$ cat src/rtl/if_dual_fetch_pkg.sv
// Shared types for the dual-issue fetch stage.
// Opcode constants, slot classes and FSM encoding.
package if_dual_fetch_pkg;

    localparam logic [5:0] OP_RTYPE = 6'd0;
    localparam logic [5:0] OP_J     = 6'd2;
    localparam logic [5:0] OP_JAL   = 6'd3;

    typedef enum logic [1:0] {
        CLS_NONE,
        CLS_I,
        CLS_J,
        CLS_R
    } cls_t;

    typedef enum logic [1:0] {
        ST_BOOT,
        ST_RUN,
        ST_FAULT
    } state_t;

endpackage

$ cat src/rtl/if_dual_fetch_if.sv
// Instruction memory port of the fetch stage.
// Two consecutive words are returned per cycle.
interface if_dual_fetch_if;

    logic [31:0] imem_addr;
    logic [31:0] imem_rdata0;
    logic [31:0] imem_rdata1;
    logic        imem_valid;

    modport master (
        output imem_addr,
        input  imem_rdata0,
        input  imem_rdata1,
        input  imem_valid
    );

    modport slave (
        input  imem_addr,
        output imem_rdata0,
        output imem_rdata1,
        output imem_valid
    );

endinterface

$ cat src/rtl/if_dual_fetch_instr_classify.sv
// Maps one instruction word onto its issue-slot class.
// The all-zero word is a NOP and takes no slot.
module instr_classify
    import if_dual_fetch_pkg::*;
(
    input  logic [31:0] word,
    output cls_t        cls
);

    always_comb begin
        cls = CLS_I;
        if (word == 32'h0) begin
            cls = CLS_NONE;
        end else if (word[31:26] == OP_RTYPE) begin
            cls = CLS_R;
        end else if (word[31:26] == OP_J || word[31:26] == OP_JAL) begin
            cls = CLS_J;
        end
    end

endmodule

$ cat src/rtl/if_dual_fetch.sv
// Dual-issue fetch stage: owns the PC, steers two words per cycle
// into the I/J/R slots and tracks issue statistics.
module if_dual_fetch
    import if_dual_fetch_pkg::*;
#(
    parameter logic [31:0] RESET_PC = 32'h0000_0000,
    parameter int          CNT_W    = 32
) (
    input  logic              clk,
    input  logic              btnc_i,
    input  logic              hazard,
    input  logic              PCSrc,
    input  logic [31:0]       branch_target,
    input  logic              jump,
    input  logic [31:0]       jump_target,
    if_dual_fetch_if.master   imem,
    output logic              type_i,
    output logic              type_j,
    output logic              type_r,
    output logic [31:0]       instruction_i,
    output logic [31:0]       instruction_j,
    output logic [31:0]       instruction_r,
    output logic [31:0]       program_counter,
    output logic              fetch_fault,
    output logic [CNT_W-1:0]  issue_cnt,
    output logic [CNT_W-1:0]  dual_cnt
);

    state_t           state_q, state_d;
    logic [31:0]      pc_q, pc_d;
    logic             fault_q, fault_d;
    logic [CNT_W-1:0] issue_q, issue_d;
    logic [CNT_W-1:0] dual_q, dual_d;

    cls_t        c0, c1;
    logic        take0, take1;
    logic [1:0]  n_iss;
    logic [CNT_W:0] isum, dsum;

    instr_classify u_cls0 (.word(imem.imem_rdata0), .cls(c0));
    instr_classify u_cls1 (.word(imem.imem_rdata1), .cls(c1));

    always_ff @(posedge clk) begin
        if (!btnc_i) begin
            state_q <= ST_BOOT;
            pc_q    <= RESET_PC;
            fault_q <= 1'b0;
            issue_q <= '0;
            dual_q  <= '0;
        end else begin
            state_q <= state_d;
            pc_q    <= pc_d;
            fault_q <= fault_d;
            issue_q <= issue_d;
            dual_q  <= dual_d;
        end
    end

    always_comb begin
        state_d = state_q;
        pc_d    = pc_q;
        fault_d = fault_q;
        issue_d = issue_q;
        dual_d  = dual_q;
        take0   = 1'b0;
        take1   = 1'b0;
        n_iss   = 2'd0;
        isum    = '0;
        dsum    = '0;
        unique case (state_q)
            ST_BOOT: state_d = ST_RUN;
            ST_RUN: begin
                if (PCSrc) begin
                    if (branch_target[1:0] != 2'b00) begin
                        state_d = ST_FAULT;
                        fault_d = 1'b1;
                    end else begin
                        pc_d = branch_target;
                    end
                end else if (jump) begin
                    if (jump_target[1:0] != 2'b00) begin
                        state_d = ST_FAULT;
                        fault_d = 1'b1;
                    end else begin
                        pc_d = jump_target;
                    end
                end else if (!hazard && imem.imem_valid) begin
                    // a leading NOP is consumed and W1 stands alone
                    if (c0 == CLS_NONE) begin
                        take1 = (c1 != CLS_NONE);
                        pc_d  = pc_q + 32'd8;
                    end else begin
                        take0 = 1'b1;
                        if (c0 != CLS_J && c1 != CLS_NONE && c1 != c0) begin
                            take1 = 1'b1;
                            pc_d  = pc_q + 32'd8;
                        end else begin
                            pc_d  = pc_q + 32'd4;
                        end
                    end
                    n_iss   = {1'b0, take0} + {1'b0, take1};
                    isum    = {1'b0, issue_q} + {{(CNT_W-1){1'b0}}, n_iss};
                    issue_d = isum[CNT_W] ? '1 : isum[CNT_W-1:0];
                    dsum    = {1'b0, dual_q} + {{CNT_W{1'b0}}, 1'b1};
                    if (take0 && take1) begin
                        dual_d = dsum[CNT_W] ? '1 : dsum[CNT_W-1:0];
                    end
                end
            end
            ST_FAULT: state_d = ST_FAULT;
            default:  state_d = ST_BOOT;
        endcase
    end

    always_comb begin
        type_i = (take0 && c0 == CLS_I) || (take1 && c1 == CLS_I);
        type_j = (take0 && c0 == CLS_J) || (take1 && c1 == CLS_J);
        type_r = (take0 && c0 == CLS_R) || (take1 && c1 == CLS_R);
        instruction_i = (take0 && c0 == CLS_I) ? imem.imem_rdata0 :
                        (take1 && c1 == CLS_I) ? imem.imem_rdata1 : 32'h0;
        instruction_j = (take0 && c0 == CLS_J) ? imem.imem_rdata0 :
                        (take1 && c1 == CLS_J) ? imem.imem_rdata1 : 32'h0;
        instruction_r = (take0 && c0 == CLS_R) ? imem.imem_rdata0 :
                        (take1 && c1 == CLS_R) ? imem.imem_rdata1 : 32'h0;
        program_counter = take0 ? pc_q + 32'd4 :
                          take1 ? pc_q + 32'd8 : 32'h0;
    end

    assign imem.imem_addr = pc_q;
    assign fetch_fault    = fault_q;
    assign issue_cnt      = issue_q;
    assign dual_cnt       = dual_q;

endmodule

$ cat src/flat_wrapper.sv
// flat-port wrapper written by rule: the top's interface ports become plain ports
module if_dual_fetch_flat import if_dual_fetch_pkg::*;
#(
    parameter logic [31:0] RESET_PC = 32'h0000_0000,
    parameter int          CNT_W    = 32
)
  (clk, btnc_i, hazard, PCSrc, branch_target, jump, jump_target, type_i, type_j, type_r, instruction_i, instruction_j, instruction_r, program_counter, fetch_fault, issue_cnt, dual_cnt, imem_imem_addr, imem_imem_rdata0, imem_imem_rdata1, imem_imem_valid);
  if_dual_fetch_if imem_i ();
  input  logic clk;
  input  logic btnc_i;
  input  logic hazard;
  input  logic PCSrc;
  input  logic [31:0] branch_target;
  input  logic jump;
  input  logic [31:0] jump_target;
  output logic type_i;
  output logic type_j;
  output logic type_r;
  output logic [31:0] instruction_i;
  output logic [31:0] instruction_j;
  output logic [31:0] instruction_r;
  output logic [31:0] program_counter;
  output logic fetch_fault;
  output logic [CNT_W-1:0] issue_cnt;
  output logic [CNT_W-1:0] dual_cnt;
  output wire logic [$bits(imem_i.imem_addr)-1:0] imem_imem_addr;
  input wire logic [$bits(imem_i.imem_rdata0)-1:0] imem_imem_rdata0;
  input wire logic [$bits(imem_i.imem_rdata1)-1:0] imem_imem_rdata1;
  input wire logic [$bits(imem_i.imem_valid)-1:0] imem_imem_valid;
  assign imem_imem_addr = imem_i.imem_addr;
  assign imem_i.imem_rdata0 = imem_imem_rdata0;
  assign imem_i.imem_rdata1 = imem_imem_rdata1;
  assign imem_i.imem_valid = imem_imem_valid;
  if_dual_fetch #(.RESET_PC(RESET_PC), .CNT_W(CNT_W)) u_core (.clk(clk), .btnc_i(btnc_i), .hazard(hazard), .PCSrc(PCSrc), .branch_target(branch_target), .jump(jump), .jump_target(jump_target), .imem(imem_i), .type_i(type_i), .type_j(type_j), .type_r(type_r), .instruction_i(instruction_i), .instruction_j(instruction_j), .instruction_r(instruction_r), .program_counter(program_counter), .fetch_fault(fetch_fault), .issue_cnt(issue_cnt), .dual_cnt(dual_cnt));
endmodule
$ cat config.mk
export PLATFORM = sky130hd
export DESIGN_NAME = if_dual_fetch_flat
export DESIGN_NICKNAME = d
export VERILOG_FILES = /design/src/rtl/if_dual_fetch_pkg.sv /design/src/rtl/if_dual_fetch_if.sv /design/src/rtl/if_dual_fetch_instr_classify.sv /design/src/rtl/if_dual_fetch.sv /design/src/flat_wrapper.sv
export SDC_FILE = /design/constraint.sdc
export NUM_CORES = 1
export LEC_CHECK = 0
export ABC_CLOCK_PERIOD_IN_PS = 7800
export BUFFER_PORTS_ARGS = -buffer_cell sky130_fd_sc_hd__buf_2
export CAP_MARGIN = 20
export CORE_ASPECT_RATIO = 1.75
export CORE_MARGIN = 4
export CORE_UTILIZATION = 43
export DETAILED_ROUTE_END_ITERATION = 6
export PLACE_DENSITY_LB_ADDON = 0.08
export SLEW_MARGIN = 20
export SYNTH_ARGS = -nofsm -noshare
export SYNTH_HDL_FRONTEND = slang
export SYNTH_SLANG_ARGS = --single-unit
$ cat constraint.sdc
create_clock -name clk -period 7.8 [get_ports clk]
set_input_delay 0.78 -clock clk [delete_from_list [all_inputs] [get_ports clk]]
set_output_delay 0.78 -clock clk [all_outputs]
set_load 0.05 [all_outputs]
==> results_dict.tcl <==
set metrics [dict create \
    pre_cts_ws_ns 2.40 \
    worstMarginPinSlew_ns 1.10 \
    final_cell_mix "buf_2, nand2_1, a21oi_1" \
    wire_per_inst_um 20.9 \
    cts_buffers 9 \
    clock_latency_ns 0.35 \
    hold_depth 2 \
    rsz0062_at_grt "false" \
    fmax_mhz 199 \
    ys_seq_elements 99 \
    hpwl_mm 26.3 \
    tns_ns 0 \
    cts.sinks 99 \
    die_w_um 110 \
    timing.rr.start "u_core.issue_cnt[0]" \
    highest_layer "met4" \
    r2r_cells 9 \
    cts.reportedPaths.clkPinSlew_ns 0.07 \
    slowest_delay_ns 0.75 \
    period_minus_slack_ns 5.04 \
    cellPowerDensity_mw_per_mm2 128 \
    fin_ws_ns 2.76 \
    h-tree-depth 3 \
    tritoncts "built" \
    postCtsHoldBufs 0 \
    multi_input_area_mm2 0.00544 \
    core_mm2 0.0180 \
    layout_commonest_cell "buf_2" \
    critPathRequiredTime_ns 7.02 \
    antenna_found_initial 0 \
    grt_max_degree 67 \
    yosys_warnings 0 \
    ys.flop_type "dfxtp_1" \
    synth.avg_cell_area_um2 7.24 \
    cts-root-buf "clkbuf_16" \
    hold_violations 0 \
    relSlewSlack_pct 26.6 \
    clock_skew_ns 0.00614 \
    syn_inst 1083 \
    crit_chain "buf_2 > nor4b_2 > and2_1 > and3_1 > buf_4 > a21oi_2 > buf_4 > a21oi_1 > buf_2" \
    nFillCells 1905 \
    synth_edf_count 0 \
    leakage_uw 0.00429 \
    synth_cell_types 73 \
    crit_path_start_kind "input pin" \
    vias 9707 \
    r2r_end "u_core.issue_cnt[18]" \
    port_buffers 351 \
    drive_gt1_share_pct 29.5 \
    via_per_inst 6.00 \
    row_count 65 \
    grt-ovfl-total 0 \
    area_delta_synth_final_pct 26.2 \
    hold_class "register to register" \
    endpoint_kind "output pin" \
    gp_congestion 1.03 \
    crit_arrival_ns 4.26 \
    ios 362 \
    maxCapViolCount 0 \
    hold_path.startpoint "u_core.fetch_fault" \
    min_to "u_core.fetch_fault" \
    drt_iter0_markers 723 \
    async_flop_share_pct 0 \
    seq_area_frac_synth_pct 25.3 \
    seq_area_mm2 0.00198 \
    status "complete, no violations" \
    start_util_pct 43.6 \
    reg2reg_setup_slack_ns 4.62 \
    grt_pass1_wl_mm 51.4 \
    slowest_stage "and3_1" \
    wl_met3_mm 2.67 \
    setup_viol 0 \
    antenna_cells 0 \
    drc 0 \
    die-area_mm2 0.0205 \
    drt_wl_total_mm 33.8 \
    path_max_fanout 37 \
    syn_area_mm2 0.00784 \
    wl_met2_mm 17.8 \
    grt_pass1_vias 9454 \
    met1_length_mm 11.3 \
    finalPower_uw 1260 \
    final_antenna_net_count 0 \
    finalCritPeriodShare_pct 64.6 \
    first_pass_iters 5 \
    drv_slew 0 \
    critPathKind "input pin to output pin" \
    postCtsResizedCells 0 \
    vdd_drop_max_v 0.000102 \
    grt_util_all_layers_pct 31.9 \
    die_y_um 187 \
    nets 1522 \
    ctsLongestPathBuffers 2 \
    post_cts_buffers 0 \
]
[layout make-up]
class | count | share of cell area, %
Clock buffer | 9 | 2.28
Timing Repair Buffer | 361 | 18.5
Multi-Input combinational cell | 889 | 55.0
Clock inverter | 6 | 0.430
Sequential cell | 99 | 20.0
Tap cell | 234 | 2.96
Inverter | 21 | 0.847
[per-layer routing]
metal  vias up  global-route usage (%)
li1       4607                       -
met1      4515                    32.1
met2       481                    57.9
met3       104                    6.85
met4         0                    18.8
met5         -                       0
[worst max-delay path: cells and delay by family]
family,cells,cell delay [ns]
simple gates,3,1.68
compound gates,2,0.44
buf+inv,4,1.31
[power by group]
group,leakage [µW],switching [µW],internal (µW)
sequential,0.000799,26.4,521
clock,0.000128,211,216
combinational,0.00336,204,84.5
[per-stage QoR]
| stage | cell area, µm² | util (%) | cells | hold slack (ns) |
|---|---|---|---|---|
| 4_1_cts | 9890 | 55.0 | 1619 | 0.480 |
| 6_report | 9900 | 55.1 | 1619 | 0.482 |
| 5_1_grt | 9900 | 55.1 | 1619 | 0.506 |
| 3_3_place_gp | 9620 | 53.5 | 1604 | 0.449 |
| 2_1_floorplan | 7880 | - | 1092 | 0.565 |
| 3_5_place_dp | 9620 | 53.5 | 1604 | 0.462 |
[synthesized netlist by cell type (6+ instances only)]
cell type / number / area share (%)
a21oi_1: 100 / 6.4
a22o_1: 36 / 4.0
a22oi_1: 19 / 1.8
a311oi_1: 12 / 1.3
a31oi_1: 16 / 1.3
a32o_1: 10 / 1.3
and2_1: 11 / 0.88
and3_1: 27 / 2.2
and4_1: 13 / 1.5
buf_2: 18 / 1.1
buf_4: 10 / 0.96
clkbuf_1: 50 / 2.4
dfxtp_1: 99 / 25
ha_1: 6 / 0.96
inv_1: 19 / 0.91
mux2_2: 7 / 1.0
mux2i_1: 35 / 4.5
nand2_1: 147 / 7.0
nand2b_1: 11 / 0.88
nand3_1: 44 / 2.8
nand4_1: 27 / 2.2
nor2_1: 89 / 4.3
nor3_1: 33 / 2.1
nor4_1: 27 / 2.2
o211ai_1: 6 / 0.57
o21a_1: 9 / 0.86
o21ai_0: 50 / 3.2
o22ai_1: 11 / 0.88
o2bb2ai_1: 7 / 0.78
o311ai_0: 7 / 0.78
or2_2: 7 / 0.56
or3_1: 9 / 0.72
xnor2_1: 20 / 2.2
xor2_1: 24 / 2.7
[cells by family (layout without fill, tap and decap cells)]
group / count (synthesis) / after routing / share of synthesized area [%]
compound gates: 315 / 315 / 26.8
buf+inv: 104 / 397 / 6.10
flops: 99 / 99 / 25.3
simple gates: 469 / 469 / 29.9
xor+xnor: 44 / 44 / 4.91
fa+ha+maj: 7 / 7 / 1.21
mux: 44 / 44 / 5.76
other cells: 1 / 10 / 0.0478
[state kept, by name, summed over array words and instances (netlist names)]
| register | count |
|---|---|
| u_core.fetch_fault | 1 |
| u_core.issue_cnt | 32 |
| u_core.state_q | 2 |
| u_core.dual_cnt | 32 |
| u_core.imem.imem_addr | 32 |
[worst max-delay path by stage]
stage               slack, ns            startpoint  depth (start not counted)                   end
finish                   2.76                 PCSrc                          9     instruction_i[10]
floorplan                3.26  imem_imem_rdata0[31]                         10    program_counter[7]
global route             2.46   imem_imem_rdata0[1]                         14  u_core.issue_cnt[14]
global placement         2.55   imem_imem_rdata0[1]                         14  u_core.issue_cnt[18]
detailed placement       2.40   imem_imem_rdata0[1]                         14  u_core.issue_cnt[18]
CTS                      2.69   imem_imem_rdata0[1]                         10    program_counter[9]
(Power assumes the default switching activity.)
